[config.mk]
export PLATFORM = sky130hd
export DESIGN_NAME = hazard_ctrl_unit_flat
export DESIGN_NICKNAME = d
export VERILOG_FILES = /design/src/rtl/hazard_ctrl_unit_if.sv /design/src/rtl/hazard_ctrl_unit.sv /design/src/flat_wrapper.sv
export SDC_FILE = /design/constraint.sdc
export NUM_CORES = 1
export LEC_CHECK = 0
export BUFFER_PORTS_ARGS = -buffer_cell sky130_fd_sc_hd__buf_2
export CAP_MARGIN = 15
export CORE_ASPECT_RATIO = 0.9
export CORE_MARGIN = 3
export CORE_UTILIZATION = 47
export CTS_CLUSTER_SIZE = 28
export DETAILED_ROUTE_END_ITERATION = 6
export PLACE_DENSITY = 0.8
export SLEW_MARGIN = 25
export SYNTH_ARGS = -nofsm -noshare
export SYNTH_HDL_FRONTEND = slang
export SYNTH_SLANG_ARGS = --single-unit
[constraint.sdc]
create_clock -name CLK -period 2.55 [get_ports CLK]
set_input_delay 0.255 -clock CLK [delete_from_list [all_inputs] [get_ports CLK]]
set_output_delay 0.255 -clock CLK [all_outputs]
set_load 0.02 [all_outputs]
[src/rtl/hazard_ctrl_unit_if.sv]
// Pipeline hazard bus: stage register selects and write flags in, stall/flush/forward controls out.
// The hazard unit sits on the slave modport; the pipeline (or a testbench) on the master modport.
interface hazard_ctrl_unit_if #(
  parameter int REG_AW = 5,
  parameter int CNT_W  = 32
);
  logic [REG_AW-1:0] rsel1_dec;
  logic [REG_AW-1:0] rsel2_dec;
  logic [REG_AW-1:0] rsel1_ex;
  logic [REG_AW-1:0] rsel2_ex;
  logic [REG_AW-1:0] wsel_ex;
  logic [REG_AW-1:0] wsel_mem;
  logic [REG_AW-1:0] wsel_wb;
  logic              wen_ex;
  logic              wen_mem;
  logic              wen_wb;
  logic              memread_ex;
  logic              dmem_req;
  logic              dhit;
  logic              ihit;
  logic              branch_taken;
  logic              clr_perf;

  logic              pc_en;
  logic              ifid_en;
  logic              idex_en;
  logic              exmem_en;
  logic              memwb_en;
  logic              ifid_flush;
  logic              idex_flush;
  logic [1:0]        fwd_a;
  logic [1:0]        fwd_b;
  logic              stall;
  logic [CNT_W-1:0]  stall_cycles;

  // FSM observation: state (0 = RUN, 1 = LDUSE) and remaining load-use count
  logic              state_dbg;
  logic [2:0]        lu_cnt_dbg;

  modport master (
    output rsel1_dec, rsel2_dec, rsel1_ex, rsel2_ex, wsel_ex, wsel_mem, wsel_wb,
           wen_ex, wen_mem, wen_wb, memread_ex, dmem_req, dhit, ihit,
           branch_taken, clr_perf,
    input  pc_en, ifid_en, idex_en, exmem_en, memwb_en, ifid_flush, idex_flush,
           fwd_a, fwd_b, stall, stall_cycles, state_dbg, lu_cnt_dbg
  );

  modport slave (
    input  rsel1_dec, rsel2_dec, rsel1_ex, rsel2_ex, wsel_ex, wsel_mem, wsel_wb,
           wen_ex, wen_mem, wen_wb, memread_ex, dmem_req, dhit, ihit,
           branch_taken, clr_perf,
    output pc_en, ifid_en, idex_en, exmem_en, memwb_en, ifid_flush, idex_flush,
           fwd_a, fwd_b, stall, stall_cycles, state_dbg, lu_cnt_dbg
  );
endinterface

[src/rtl/hazard_ctrl_unit.sv]
// Five-stage pipeline hazard controller: stalls, flushes, forwarding select and a stall-cycle counter.
// HAZARD_FWD_EN defined: EX forwarding plus LD_LAT-cycle load-use stall; undefined: RAW interlock only.
module hazard_ctrl_unit #(
  parameter int REG_AW = 5,
  parameter int LD_LAT = 1,
  parameter int CNT_W  = 32
) (
  input  logic              CLK,
  input  logic              RST,
  hazard_ctrl_unit_if.slave bus
);

  localparam int LCW = $clog2(LD_LAT + 1);
  localparam logic [0:0] RUN   = 1'b0;
  localparam logic [0:0] LDUSE = 1'b1;

  logic [0:0]       state, state_nxt;
  logic [LCW-1:0]   lu_cnt, lu_cnt_nxt;
  logic             dfreeze;
  logic             hazard;
  logic [1:0]       fwd_a_c, fwd_b_c;
  logic             pc_en, ifid_en, idex_en, exmem_en, memwb_en;
  logic             ifid_flush, idex_flush;
  logic [CNT_W-1:0] stall_cnt;

  // Register 0 is hardwired, so a write to it never creates a dependency.
  function automatic logic match(input logic wen, input logic [REG_AW-1:0] wsel,
                                 input logic [REG_AW-1:0] r);
    return wen && (wsel != '0) && (wsel == r);
  endfunction

  assign dfreeze = bus.dmem_req & ~bus.dhit;

`ifdef HAZARD_FWD_EN
  logic lu_run;

  assign lu_run = bus.memread_ex & (match(bus.wen_ex, bus.wsel_ex, bus.rsel1_dec) |
                                    match(bus.wen_ex, bus.wsel_ex, bus.rsel2_dec));
  // Once in LDUSE the bubble count is committed; the decode operands are not re-checked.
  assign hazard = (state == LDUSE) | lu_run;

  always_comb begin
    fwd_a_c = 2'b00;
    fwd_b_c = 2'b00;
    if (match(bus.wen_mem, bus.wsel_mem, bus.rsel1_ex))     fwd_a_c = 2'b01;
    else if (match(bus.wen_wb, bus.wsel_wb, bus.rsel1_ex))  fwd_a_c = 2'b10;
    if (match(bus.wen_mem, bus.wsel_mem, bus.rsel2_ex))     fwd_b_c = 2'b01;
    else if (match(bus.wen_wb, bus.wsel_wb, bus.rsel2_ex))  fwd_b_c = 2'b10;
  end

  always_comb begin
    state_nxt  = state;
    lu_cnt_nxt = lu_cnt;
    if (!dfreeze) begin
      if (bus.branch_taken) begin
        state_nxt  = RUN;
        lu_cnt_nxt = '0;
      end else if (state == LDUSE) begin
        if (lu_cnt == LCW'(1)) begin
          state_nxt  = RUN;
          lu_cnt_nxt = '0;
        end else begin
          lu_cnt_nxt = lu_cnt - LCW'(1);
        end
      end else if (lu_run && (LD_LAT > 1)) begin
        state_nxt  = LDUSE;
        lu_cnt_nxt = LCW'(LD_LAT - 1);
      end
    end
  end
`else
  // Without forwarding every in-flight producer in EX or MEM must retire first.
  assign hazard = match(bus.wen_ex,  bus.wsel_ex,  bus.rsel1_dec) |
                  match(bus.wen_ex,  bus.wsel_ex,  bus.rsel2_dec) |
                  match(bus.wen_mem, bus.wsel_mem, bus.rsel1_dec) |
                  match(bus.wen_mem, bus.wsel_mem, bus.rsel2_dec);
  assign fwd_a_c = 2'b00;
  assign fwd_b_c = 2'b00;

  always_comb begin
    state_nxt  = RUN;
    lu_cnt_nxt = '0;
  end
`endif

  always_ff @(posedge CLK) begin
    if (RST) begin
      state  <= RUN;
      lu_cnt <= '0;
    end else begin
      state  <= state_nxt;
      lu_cnt <= lu_cnt_nxt;
    end
  end

  always_comb begin
    pc_en      = 1'b1;
    ifid_en    = 1'b1;
    idex_en    = 1'b1;
    exmem_en   = 1'b1;
    memwb_en   = 1'b1;
    ifid_flush = 1'b0;
    idex_flush = 1'b0;
    if (RST) begin
      pc_en      = 1'b0;
      ifid_en    = 1'b0;
      idex_en    = 1'b0;
      exmem_en   = 1'b0;
      memwb_en   = 1'b0;
      ifid_flush = 1'b1;
      idex_flush = 1'b1;
    end else if (dfreeze) begin
      pc_en      = 1'b0;
      ifid_en    = 1'b0;
      idex_en    = 1'b0;
      exmem_en   = 1'b0;
      memwb_en   = 1'b0;
    end else if (bus.branch_taken) begin
      ifid_flush = 1'b1;
      idex_flush = 1'b1;
    end else if (hazard) begin
      // Hold PC and IF/ID; ID/EX still loads, but loads a bubble.
      pc_en      = 1'b0;
      ifid_en    = 1'b0;
      idex_flush = 1'b1;
    end else if (!bus.ihit) begin
      pc_en      = 1'b0;
      ifid_flush = 1'b1;
    end
  end

  always_ff @(posedge CLK) begin
    if (RST)                              stall_cnt <= '0;
    else if (bus.clr_perf)                stall_cnt <= '0;
    else if (!pc_en && (stall_cnt != '1)) stall_cnt <= stall_cnt + CNT_W'(1);
  end

  assign bus.pc_en        = pc_en;
  assign bus.ifid_en      = ifid_en;
  assign bus.idex_en      = idex_en;
  assign bus.exmem_en     = exmem_en;
  assign bus.memwb_en     = memwb_en;
  assign bus.ifid_flush   = ifid_flush;
  assign bus.idex_flush   = idex_flush;
  assign bus.fwd_a        = RST ? 2'b00 : fwd_a_c;
  assign bus.fwd_b        = RST ? 2'b00 : fwd_b_c;
  assign bus.stall        = ~pc_en;
  assign bus.stall_cycles = stall_cnt;
  assign bus.state_dbg    = state;
  assign bus.lu_cnt_dbg   = 3'(lu_cnt);

endmodule

[src/flat_wrapper.sv]
// flat-port wrapper written by rule: the top's interface ports become plain ports
module hazard_ctrl_unit_flat 
#(
  parameter int REG_AW = 5,
  parameter int LD_LAT = 1,
  parameter int CNT_W  = 32
)
  (CLK, RST, bus_rsel1_dec, bus_rsel2_dec, bus_rsel1_ex, bus_rsel2_ex, bus_wsel_ex, bus_wsel_mem, bus_wsel_wb, bus_wen_ex, bus_wen_mem, bus_wen_wb, bus_memread_ex, bus_dmem_req, bus_dhit, bus_ihit, bus_branch_taken, bus_clr_perf, bus_pc_en, bus_ifid_en, bus_idex_en, bus_exmem_en, bus_memwb_en, bus_ifid_flush, bus_idex_flush, bus_fwd_a, bus_fwd_b, bus_stall, bus_stall_cycles, bus_state_dbg, bus_lu_cnt_dbg);
  hazard_ctrl_unit_if #(.REG_AW(REG_AW), .CNT_W(CNT_W)) bus_i ();
  input  logic CLK;
  input  logic RST;
  input wire logic [$bits(bus_i.rsel1_dec)-1:0] bus_rsel1_dec;
  input wire logic [$bits(bus_i.rsel2_dec)-1:0] bus_rsel2_dec;
  input wire logic [$bits(bus_i.rsel1_ex)-1:0] bus_rsel1_ex;
  input wire logic [$bits(bus_i.rsel2_ex)-1:0] bus_rsel2_ex;
  input wire logic [$bits(bus_i.wsel_ex)-1:0] bus_wsel_ex;
  input wire logic [$bits(bus_i.wsel_mem)-1:0] bus_wsel_mem;
  input wire logic [$bits(bus_i.wsel_wb)-1:0] bus_wsel_wb;
  input wire logic [$bits(bus_i.wen_ex)-1:0] bus_wen_ex;
  input wire logic [$bits(bus_i.wen_mem)-1:0] bus_wen_mem;
  input wire logic [$bits(bus_i.wen_wb)-1:0] bus_wen_wb;
  input wire logic [$bits(bus_i.memread_ex)-1:0] bus_memread_ex;
  input wire logic [$bits(bus_i.dmem_req)-1:0] bus_dmem_req;
  input wire logic [$bits(bus_i.dhit)-1:0] bus_dhit;
  input wire logic [$bits(bus_i.ihit)-1:0] bus_ihit;
  input wire logic [$bits(bus_i.branch_taken)-1:0] bus_branch_taken;
  input wire logic [$bits(bus_i.clr_perf)-1:0] bus_clr_perf;
  output wire logic [$bits(bus_i.pc_en)-1:0] bus_pc_en;
  output wire logic [$bits(bus_i.ifid_en)-1:0] bus_ifid_en;
  output wire logic [$bits(bus_i.idex_en)-1:0] bus_idex_en;
  output wire logic [$bits(bus_i.exmem_en)-1:0] bus_exmem_en;
  output wire logic [$bits(bus_i.memwb_en)-1:0] bus_memwb_en;
  output wire logic [$bits(bus_i.ifid_flush)-1:0] bus_ifid_flush;
  output wire logic [$bits(bus_i.idex_flush)-1:0] bus_idex_flush;
  output wire logic [$bits(bus_i.fwd_a)-1:0] bus_fwd_a;
  output wire logic [$bits(bus_i.fwd_b)-1:0] bus_fwd_b;
  output wire logic [$bits(bus_i.stall)-1:0] bus_stall;
  output wire logic [$bits(bus_i.stall_cycles)-1:0] bus_stall_cycles;
  output wire logic [$bits(bus_i.state_dbg)-1:0] bus_state_dbg;
  output wire logic [$bits(bus_i.lu_cnt_dbg)-1:0] bus_lu_cnt_dbg;
  assign bus_i.rsel1_dec = bus_rsel1_dec;
  assign bus_i.rsel2_dec = bus_rsel2_dec;
  assign bus_i.rsel1_ex = bus_rsel1_ex;
  assign bus_i.rsel2_ex = bus_rsel2_ex;
  assign bus_i.wsel_ex = bus_wsel_ex;
  assign bus_i.wsel_mem = bus_wsel_mem;
  assign bus_i.wsel_wb = bus_wsel_wb;
  assign bus_i.wen_ex = bus_wen_ex;
  assign bus_i.wen_mem = bus_wen_mem;
  assign bus_i.wen_wb = bus_wen_wb;
  assign bus_i.memread_ex = bus_memread_ex;
  assign bus_i.dmem_req = bus_dmem_req;
  assign bus_i.dhit = bus_dhit;
  assign bus_i.ihit = bus_ihit;
  assign bus_i.branch_taken = bus_branch_taken;
  assign bus_i.clr_perf = bus_clr_perf;
  assign bus_pc_en = bus_i.pc_en;
  assign bus_ifid_en = bus_i.ifid_en;
  assign bus_idex_en = bus_i.idex_en;
  assign bus_exmem_en = bus_i.exmem_en;
  assign bus_memwb_en = bus_i.memwb_en;
  assign bus_ifid_flush = bus_i.ifid_flush;
  assign bus_idex_flush = bus_i.idex_flush;
  assign bus_fwd_a = bus_i.fwd_a;
  assign bus_fwd_b = bus_i.fwd_b;
  assign bus_stall = bus_i.stall;
  assign bus_stall_cycles = bus_i.stall_cycles;
  assign bus_state_dbg = bus_i.state_dbg;
  assign bus_lu_cnt_dbg = bus_i.lu_cnt_dbg;
  hazard_ctrl_unit #(.REG_AW(REG_AW), .LD_LAT(LD_LAT), .CNT_W(CNT_W)) u_core (.CLK(CLK), .RST(RST), .bus(bus_i));
endmodule
==> results of run 1 <==
-- timing repair --
item,CTS,global route
setup buffers,0,0
hold buffers,0,0
endpoints found under the setup margin,0,1
gates resized for setup,0,1
-- where the power goes --
group / internal (mW) / switching [mW] / total, mW / leakage [nW]
clock: 0.220 / 0.176 / 0.396 / 0.0455
combinational: 0.0588 / 0.100 / 0.159 / 0.798
sequential: 0.501 / 0.00178 / 0.503 / 0.258
total: 0.780 / 0.278 / 1.06 / 1.10
-- synthesized netlist by cell type (all sizes together) (5+ instances only) --
| master | number |
|---|---|
| dfxtp | 32 |
| xor2 | 32 |
| nor2 | 21 |
| nand2 | 14 |
| buf | 13 |
| nand3 | 13 |
| a21oi | 11 |
| and3 | 11 |
| nand4 | 10 |
| o21ai | 9 |
| or4 | 8 |
| clkbuf | 7 |
| and2 | 6 |
| or3 | 6 |
| and4 | 5 |
| o31ai | 5 |
-- final timing paths --
check,from,to,slack [ns]
hold reg to reg,u_core.bus.stall_cycles[22]$_SDFFE_PP0P_,u_core.bus.stall_cycles[22]$_SDFFE_PP0P_,0.49
hold / removal,bus_clr_perf,u_core.bus.stall_cycles[20]$_SDFFE_PP0P_,0.31
setup reg to reg,u_core.bus.stall_cycles[26]$_SDFFE_PP0P_,u_core.bus.stall_cycles[22]$_SDFFE_PP0P_,0.23
setup / recovery,u_core.bus.stall_cycles[26]$_SDFFE_PP0P_,u_core.bus.stall_cycles[22]$_SDFFE_PP0P_,0.23
-- cell usage in the layout (no fill, tap or decap), types with 3 or more instances in the layout --
master,n
a21oi_1,11
and2_1,6
and3_1,5
and3_2,3
and3_4,3
and4_1,3
buf_2,68
buf_4,10
clkbuf_8,6
conb_1,8
dfxtp_1,32
inv_1,3
nand2_1,14
nand3_1,12
nand4_1,10
nor2_1,21
nor3_1,3
o211ai_1,3
o21ai_0,5
o21ai_1,4
o31ai_1,5
or3_1,6
or4_1,8
xnor2_1,4
xor2_1,32
-- metal layers --
| metal | global-route usage [%] | vias up | part of all wire (%) |
|---|---|---|---|
| met5 | 0 | - | 0 |
| met3 | 4.49 | 4 | 4.6 |
| met1 | 28.0 | 893 | 48 |
| met2 | 32.2 | 47 | 47 |
| met4 | 4.80 | 0 | 0.65 |
| li1 | - | 1006 | - |
-- through the flow --
step	hold slack [ns]	area (µm²)	setup WS (ns)	instances	power [mW]
final	0.310	2520	0.234	364	1.06
after global routing	0.325	2520	0.0488	364	1.10
after CTS	0.303	2510	0.189	364	1.06
after detailed placement	0.485	2420	0.195	356	0.671
after global placement	0.478	2420	0.203	356	0.668
after floorplan	0.432	2070	0.0813	250	0.620
-- kinds of logic after synthesis --
kind of cell / after synthesis / share of synthesized area (%)
muxes: 2 / 0.980
buffers and inverters: 23 / 6.43
adders and majority gates: 1 / 0.613
xor gates and xnor gates: 36 / 15.4
AOI/OAI and AO/OA: 38 / 12.8
DFF: 32 / 31.4
and+or+nand+nor: 110 / 32.2
other: 1 / 0.184
-- critical path, stage by stage (launching register included) --
cell,delay (ns)
dfxtp_1,0.35
and4_4,0.21
and3_4,0.18
and3_1,0.21
a21boi_4,0.28
buf_4,0.21
nand4_1,0.20
or4_1,0.45
a21oi_1,0.14
-- cell type report --
class	count	share of cell area, %
multi-input cells	195	51.7
well taps	48	2.38
flip-flops and latches	32	25.4
clock buffers	8	3.57
inverters	3	0.447
repair buffers	78	16.5
==> results.py, run 1 <==
metrics = {
    "floorplan": {
        "num_rows": 22,
        "die_x_um": 75.5,
        "fp.dieH_um": 68.5,
        "core_um2": 4130,
        "num_io_pins": 94,
        "start_util_pct": 49.5,
        "dieArea_um2": 5170,
    },
    "clock_network": {
        "cts-htree-levels": 2,
        "cts_root_buffer": "clkbuf_8",
        "cts_tree": "built",
        "clock_latency_ns": 0.28,
        "cts_buffers": 5,
        "cts.sinks": 32,
        "cts_buffer_depth": 2,
        "clk_pin_slew_ns": 0.07,
    },
    "yosys": {
        "ys_seq_area_share_pct": 31.4,
        "synth_top_area_cell": "dfxtp_1",
        "synth.distinct_cells": 49,
        "avgSynthCellArea_um2": 8.40,
        "ys_ff_latch": 32,
        "yosysWarnings": 0,
        "ys_async_sr_fraction_pct": 0,
        "synth-edff-count": 0,
        "netlist_top_cells_area": "dfxtp_1, xor2_1, buf_4, nor2_1, nand4_1",
        "synth_top_cell_area_share_pct": 31.4,
        "synthFlopType": "dfxtp_1",
        "syn_area_um2": 2040,
        "syn_inst": 243,
    },
    "sta": {
        "clock-skew-final_ns": 0.00381,
        "worst_slew_pin_slew_ns": 0.574,
        "max_freq_mhz": 432,
        "relSlewSlack_pct": 61.7,
        "rsz0062_at_grt": "false",
        "finalHoldViolCount": 0,
        "maxSlewViolCount": 0,
        "timing.setup.tns_ns": 0,
        "finalCriticalPeriod_ns": 2.32,
        "setup-violations-final": 0,
        "fin_crit_sh_pct": 90.8,
    },
    "finish": {
        "multi_input_area_um2": 1300,
        "diodes": 0,
        "syn2layout_area_growth_pct": 23.5,
        "final_util_pct": 61.1,
        "fill_cells": 388,
        "seq_area_um2": 641,
        "drive_gt1_share_pct": 31.0,
        "fin_nets": 362,
        "largest_reg_flops": 32,
    },
    "detailed_routing": {
        "wl_per_cell_um": 14.3,
        "wirelength_um": 5200,
        "drt_iter0_drc": 123,
        "via_per_inst": 5.36,
        "drtPass1Iterations": 5,
        "drc_errors": 0,
        "via_count": 1950,
        "postRouteAntennaNets": 0,
    },
    "setup_path": {
        "rr_worst_depth": 8,
        "end_kind": "register",
        "arrival_ns": 2.52,
        "cp-start-kind": "register",
        "worstSetupPathType": "register to register",
        "cp.required_ns": 2.75,
        "path_max_fanout": 8,
    },
    "power_and_ir_drop": {
        "cellLeakagePower_nw": 1.10,
        "p_per_area_nw_per_um2": 420,
        "vdd_ir_drop_max_v": 0.000345,
    },
    "outcome": {
        "status": "completed",
    },
    "placed_design": {
        "place.gp.congestion": 0.860,
        "io_buffers": 68,
        "dp_hpwl_um": 3920,
    },
    "global_route": {
        "antenna_found_initial": 0,
        "grt-ovfl-total": 0,
        "grt_max_degree": 30,
        "grtUsageTotal_pct": 20.3,
        "grt_pass1_vias": 1773,
        "grt_pass1_wl_um": 8130,
    },
    "run": {
        "drv_cap": 0,
    },
    "min_path": {
        "holdPathStages": 3,
        "hold_path_class": "input pin to register",
    },
}
Note: power is estimated with default switching activity, not from simulation.
==> inputs of run 2 (changes only) <==
--- a/config.mk
+++ b/config.mk
@@ -9,10 +9,10 @@
 export CAP_MARGIN = 15
 export CORE_ASPECT_RATIO = 0.9
 export CORE_MARGIN = 3
-export CORE_UTILIZATION = 47
+export CORE_UTILIZATION = 45
 export CTS_CLUSTER_SIZE = 28
 export DETAILED_ROUTE_END_ITERATION = 6
-export PLACE_DENSITY = 0.8
+export PLACE_DENSITY = 0.77
 export SLEW_MARGIN = 25
 export SYNTH_ARGS = -nofsm -noshare
 export SYNTH_HDL_FRONTEND = slang
==> results.py, run 2 (synthesis gave the netlist of run 1 again) <==
metrics = {
    "global_route": {
        "grt_pass1_wl_um": 8400,
        "grt_pass1_vias": 1842,
        "grt_max_degree": 30,
        "antenna_found_initial": 0,
        "grtUsageTotal_pct": 18.8,
        "grt-ovfl-total": 0,
    },
    "setup_path": {
        "ff2ff_setup_slack_ns": 0.24,
        "arrival_ns": 2.51,
        "path_depth": 7,
        "cp.required_ns": 2.75,
        "cp-start-kind": "register",
        "end_kind": "register",
        "critPathLaunch": "u_core.bus.stall_cycles[26]$_SDFFE_PP0P_",
        "crit_path_end": "u_core.bus.stall_cycles[31]$_SDFFE_PP0P_",
        "r2r_end": "u_core.bus.stall_cycles[31]$_SDFFE_PP0P_",
        "path_max_fanout": 10,
        "worstSetupPathType": "register to register",
        "reg2reg_from": "u_core.bus.stall_cycles[26]$_SDFFE_PP0P_",
        "crit_family": "simple AND/OR/NAND/NOR gates",
        "crit_chain": "and4_4 -> and3_4 -> and3_1 -> a21boi_4 -> and4b_1 -> or4b_1 -> a21oi_1",
        "critPathSlowestCell": "or4b_1",
        "max_stage_delay_ns": 0.46,
        "rr_worst_depth": 7,
        "crit_buf_inv": 0,
    },
    "sta": {
        "setup_ws_ns": 0.243,
        "timing.setup.tns_ns": 0,
        "relSlewSlack_pct": 62.6,
        "rsz0062_at_grt": "false",
        "fin_crit_sh_pct": 90.5,
        "max_freq_mhz": 433,
        "maxSlewViolCount": 0,
        "finalHoldViolCount": 0,
        "clock-skew-final_ns": 0.00309,
        "setup-violations-final": 0,
        "finalCriticalPeriod_ns": 2.31,
        "worst_slew_pin_slew_ns": 0.560,
    },
    "finish": {
        "largest_reg_flops": 32,
        "final_util_pct": 60.5,
        "stdcell_count": 376,
        "diodes": 0,
        "final_common_cell": "buf_2",
        "layout_common_cells": "buf_2, xor2_1, dfxtp_1",
        "fill_cells": 396,
        "syn2layout_area_growth_pct": 24.8,
        "drive_gt1_share_pct": 31.6,
        "fin_nets": 362,
    },
    "clock_network": {
        "cts_buffer_depth": 2,
        "cts-htree-levels": 2,
        "cts_root_buffer": "clkbuf_8",
        "cts_tree": "built",
        "clock_latency_ns": 0.28,
        "clk_pin_slew_ns": 0.07,
        "post-cts-setup-buffer-count": 0,
        "cts.sinks": 32,
        "ctsHoldBuffers": 0,
        "cts_buffers": 5,
    },
    "floorplan": {
        "die_x_um": 77.0,
        "start_util_pct": 48.5,
        "num_rows": 22,
        "core_um2": 4210,
        "num_io_pins": 94,
        "dieArea_um2": 5380,
        "fp.dieH_um": 69.9,
    },
    "detailed_routing": {
        "drt_iter0_drc": 90,
        "postRouteAntennaNets": 0,
        "via_per_inst": 5.36,
        "drtPass1Iterations": 4,
        "wirelength_um": 5180,
        "drc_errors": 0,
        "wl_per_cell_um": 13.8,
        "via_count": 2017,
    },
    "placed_design": {
        "placed_cells": 368,
        "io_buffers": 68,
        "dp_hpwl_um": 4040,
        "post-place-ws_ns": 0.124,
        "place.gp.congestion": 0.828,
    },
    "min_path": {
        "hold_path_class": "input pin to register",
    },
    "power_and_ir_drop": {
        "internal_power_mw": 0.775,
        "cellLeakagePower_nw": 1.13,
        "power_frac_comb_pct": 15.0,
        "finalPower_mw": 1.06,
        "vdd_ir_drop_max_v": 0.000441,
        "pwr-share-seq_pct": 47.6,
        "switching_share_pct": 26.7,
        "switchingPower_mw": 0.282,
        "p_per_area_nw_per_um2": 415,
        "clockPowerShare_pct": 37.4,
    },
    "run": {
        "drv_cap": 0,
    },
    "outcome": {
        "status": "completed",
    },
}
## run 2: stage by stage
stage	area, µm²	hold WS, ns
detailed placement	2440	0.486
global placement	2440	0.477
CTS	2530	0.278
finish	2550	0.290
floorplan	2070	0.432
global route	2550	0.315
## run 2: how the worst min path moves through the flow
stage,start,endpoint,slack (ns),cells past startpoint
2_1_floorplan,RST,u_core.bus.stall_cycles[8]$_SDFFE_PP0P_,0.43,2
3_3_place_gp,u_core.bus.stall_cycles[22]$_SDFFE_PP0P_,u_core.bus.stall_cycles[22]$_SDFFE_PP0P_,0.48,2
3_5_place_dp,u_core.bus.stall_cycles[22]$_SDFFE_PP0P_,u_core.bus.stall_cycles[22]$_SDFFE_PP0P_,0.49,2
4_1_cts,bus_clr_perf,u_core.bus.stall_cycles[8]$_SDFFE_PP0P_,0.28,3
5_1_grt,bus_clr_perf,u_core.bus.stall_cycles[8]$_SDFFE_PP0P_,0.32,3
6_report,bus_clr_perf,u_core.bus.stall_cycles[8]$_SDFFE_PP0P_,0.29,3
## run 2: repair_timing
action,4_1_cts,5_1_grt
setup endpoints to repair,0,8
endpoints found under the hold margin,0,0
resized for setup,0,2
## run 2: cell type report
| type | instances | area [µm²] | share of cell area (%) |
|---|---|---|---|
| clock buffers | 6 | 82.6 | 3.24 |
| clock inverters | 2 | 10.0 | 0.393 |
| multi-input cells | 195 | 1310 | 51.5 |
| inverters | 3 | 11.3 | 0.442 |
| well taps | 60 | 75.1 | 2.95 |
| flip-flops and latches | 32 | 641 | 25.1 |
| repair buffers | 78 | 415 | 16.3 |
## run 2: tightest hold or removal path, stage by stage
cell	delay, ns
buf_2	0.10
or3_1	0.10
o31ai_1	0.06
## run 2: power by group through the flow
stage | Combinational [mW] | Clock, mW | Sequential, mW
2_1_floorplan | 0.103 | 0 | 0.516
3_3_place_gp | 0.153 | 0 | 0.514
3_5_place_dp | 0.155 | 0 | 0.515
4_1_cts | 0.156 | 0.403 | 0.503
5_1_grt | 0.172 | 0.426 | 0.503
6_report | 0.158 | 0.395 | 0.503
## run 2: per-layer routing
metal	track usage, %	wire, µm
met5	0	0
met4	4.94	29
met3	4.25	262
met2	31.6	2560
met1	24.4	2330
==> inputs of run 3 (changes only) <==
--- a/config.mk
+++ b/config.mk
@@ -13,6 +13,7 @@
 export CTS_CLUSTER_SIZE = 28
 export DETAILED_ROUTE_END_ITERATION = 6
 export PLACE_DENSITY = 0.77
+export RECOVER_POWER = 50
 export SLEW_MARGIN = 25
 export SYNTH_ARGS = -nofsm -noshare
 export SYNTH_HDL_FRONTEND = slang
==> results.py, run 3 (synthesis gave the netlist of run 1 again) <==
metrics = {
    "outcome": {
        "status": "completed",
    },
    "detailed_routing": {
        "drtPass1Iterations": 4,
        "drc_errors": 0,
        "wirelength_um": 5190,
        "via_count": 2026,
        "via_per_inst": 5.39,
        "wl_per_cell_um": 13.8,
        "drt_iter0_drc": 112,
        "postRouteAntennaNets": 0,
    },
    "clock_network": {
        "cts.sinks": 32,
        "clock_latency_ns": 0.27,
        "cts_buffer_depth": 2,
        "clk_pin_slew_ns": 0.06,
        "ctsHoldBuffers": 0,
        "cts-htree-levels": 2,
        "cts-resized-gates": 0,
        "post-cts-setup-buffer-count": 0,
        "cts_root_buffer": "clkbuf_8",
        "cts_tree": "built",
        "cts_buffers": 5,
    },
    "finish": {
        "largest_reg_flops": 32,
        "final_util_pct": 59.4,
        "fin_nets": 362,
        "syn2layout_area_growth_pct": 22.6,
        "layout_common_cells": "clkbuf_1, buf_2, xor2_1, dfxtp_1, nor2_1",
        "diodes": 0,
        "stdcell_area_um2": 2500,
        "drive_gt1_share_pct": 20.6,
        "stdcell_count": 376,
        "final_common_cell": "clkbuf_1",
    },
    "placed_design": {
        "placed_cells": 368,
        "place.gp.congestion": 0.828,
        "place_area_um2": 2440,
        "dp_hpwl_um": 4040,
        "post-place-ws_ns": 0.124,
        "io_buffers": 68,
    },
    "sta": {
        "finalHoldViolCount": 0,
        "rsz0062_at_grt": "false",
        "worst_slew_pin_slew_ns": 0.561,
        "setup-violations-final": 0,
        "maxSlewViolCount": 0,
        "clock-skew-final_ns": 0.00258,
        "hold_slack_ns": 0.291,
        "relSlewSlack_pct": 62.6,
        "timing.setup.tns_ns": 0,
        "fin_crit_sh_pct": 90.8,
        "finalCriticalPeriod_ns": 2.32,
        "max_freq_mhz": 432,
        "setup_ws_ns": 0.235,
    },
    "floorplan": {
        "num_rows": 22,
        "dieArea_um2": 5380,
        "start_util_pct": 48.5,
        "fp.dieH_um": 69.9,
        "die_x_um": 77.0,
        "num_io_pins": 94,
        "core_um2": 4210,
    },
    "setup_path": {
        "worstSetupPathType": "register to register",
        "cp.required_ns": 2.75,
        "cp-start-kind": "register",
        "end_kind": "register",
        "arrival_ns": 2.51,
        "path_max_fanout": 10,
    },
    "global_route": {
        "antenna_found_initial": 0,
        "grtUsageTotal_pct": 18.8,
        "grt_pass1_wl_um": 8400,
        "grt_max_degree": 30,
        "grt-ovfl-total": 0,
        "grt_pass1_vias": 1842,
    },
    "power_and_ir_drop": {
        "vdd_ir_drop_max_v": 0.000440,
        "cellLeakagePower_nw": 0.975,
        "p_per_area_nw_per_um2": 420,
        "finalPower_mw": 1.05,
    },
    "run": {
        "drv_cap": 0,
    },
    "min_path": {
        "hold_path_class": "input pin to register",
    },
}
-- run 3: changes by cell type in the layout (fill, tap and decap cells not counted) --
| cell | previous run | this run |
|---|---|---|
| buf_2 | 68 | 33 |
| clkbuf_1 | 0 | 35 |
-- run 3: worst paths after layout --
check,from,to,slack [ns],depth (start not counted)
min reg2reg,u_core.bus.stall_cycles[22]$_SDFFE_PP0P_,u_core.bus.stall_cycles[22]$_SDFFE_PP0P_,0.49,2
max,u_core.bus.stall_cycles[26]$_SDFFE_PP0P_,u_core.bus.stall_cycles[31]$_SDFFE_PP0P_,0.23,7
min,bus_clr_perf,u_core.bus.stall_cycles[8]$_SDFFE_PP0P_,0.29,3
max reg2reg,u_core.bus.stall_cycles[26]$_SDFFE_PP0P_,u_core.bus.stall_cycles[31]$_SDFFE_PP0P_,0.23,7
-- run 3: power by group --
part	internal (mW)	leakage [nW]	switching (mW)
clock	0.215	0.0510	0.176
sequential	0.502	0.258	0.00188
combinational	0.0568	0.666	0.0998
total	0.773	0.975	0.278
-- run 3: area by class of cell --
| cell class | instances | area, µm² |
|---|---|---|
| Tap cell | 60 | 75.1 |
| Fill cell | 414 | 1710 |
| Inverter | 3 | 11.3 |
| Multi-Input combinational cell | 195 | 1310 |
| Clock buffer | 6 | 82.6 |
| Clock inverter | 2 | 10.0 |
| Sequential cell | 32 | 641 |
| Timing Repair Buffer | 78 | 372 |
-- run 3: metal layers --
metal,share of wire (%),track usage (%),wire length (µm),vias to the layer above
met2,50,31.6,2580,59
met3,5.5,4.25,287,5
li1,-,-,-,1008
met4,0.56,4.94,29,0
met1,44,24.4,2290,954
met5,0,0,0,-
-- run 3: critical path: stages, from the launching register on --
cell and delay, ns:
dfxtp_1 0.34, and4_4 0.20, and3_4 0.18, and3_1 0.21, a21boi_4 0.30, and4b_1 0.36, or4b_1 0.46, a21oi_1 0.18
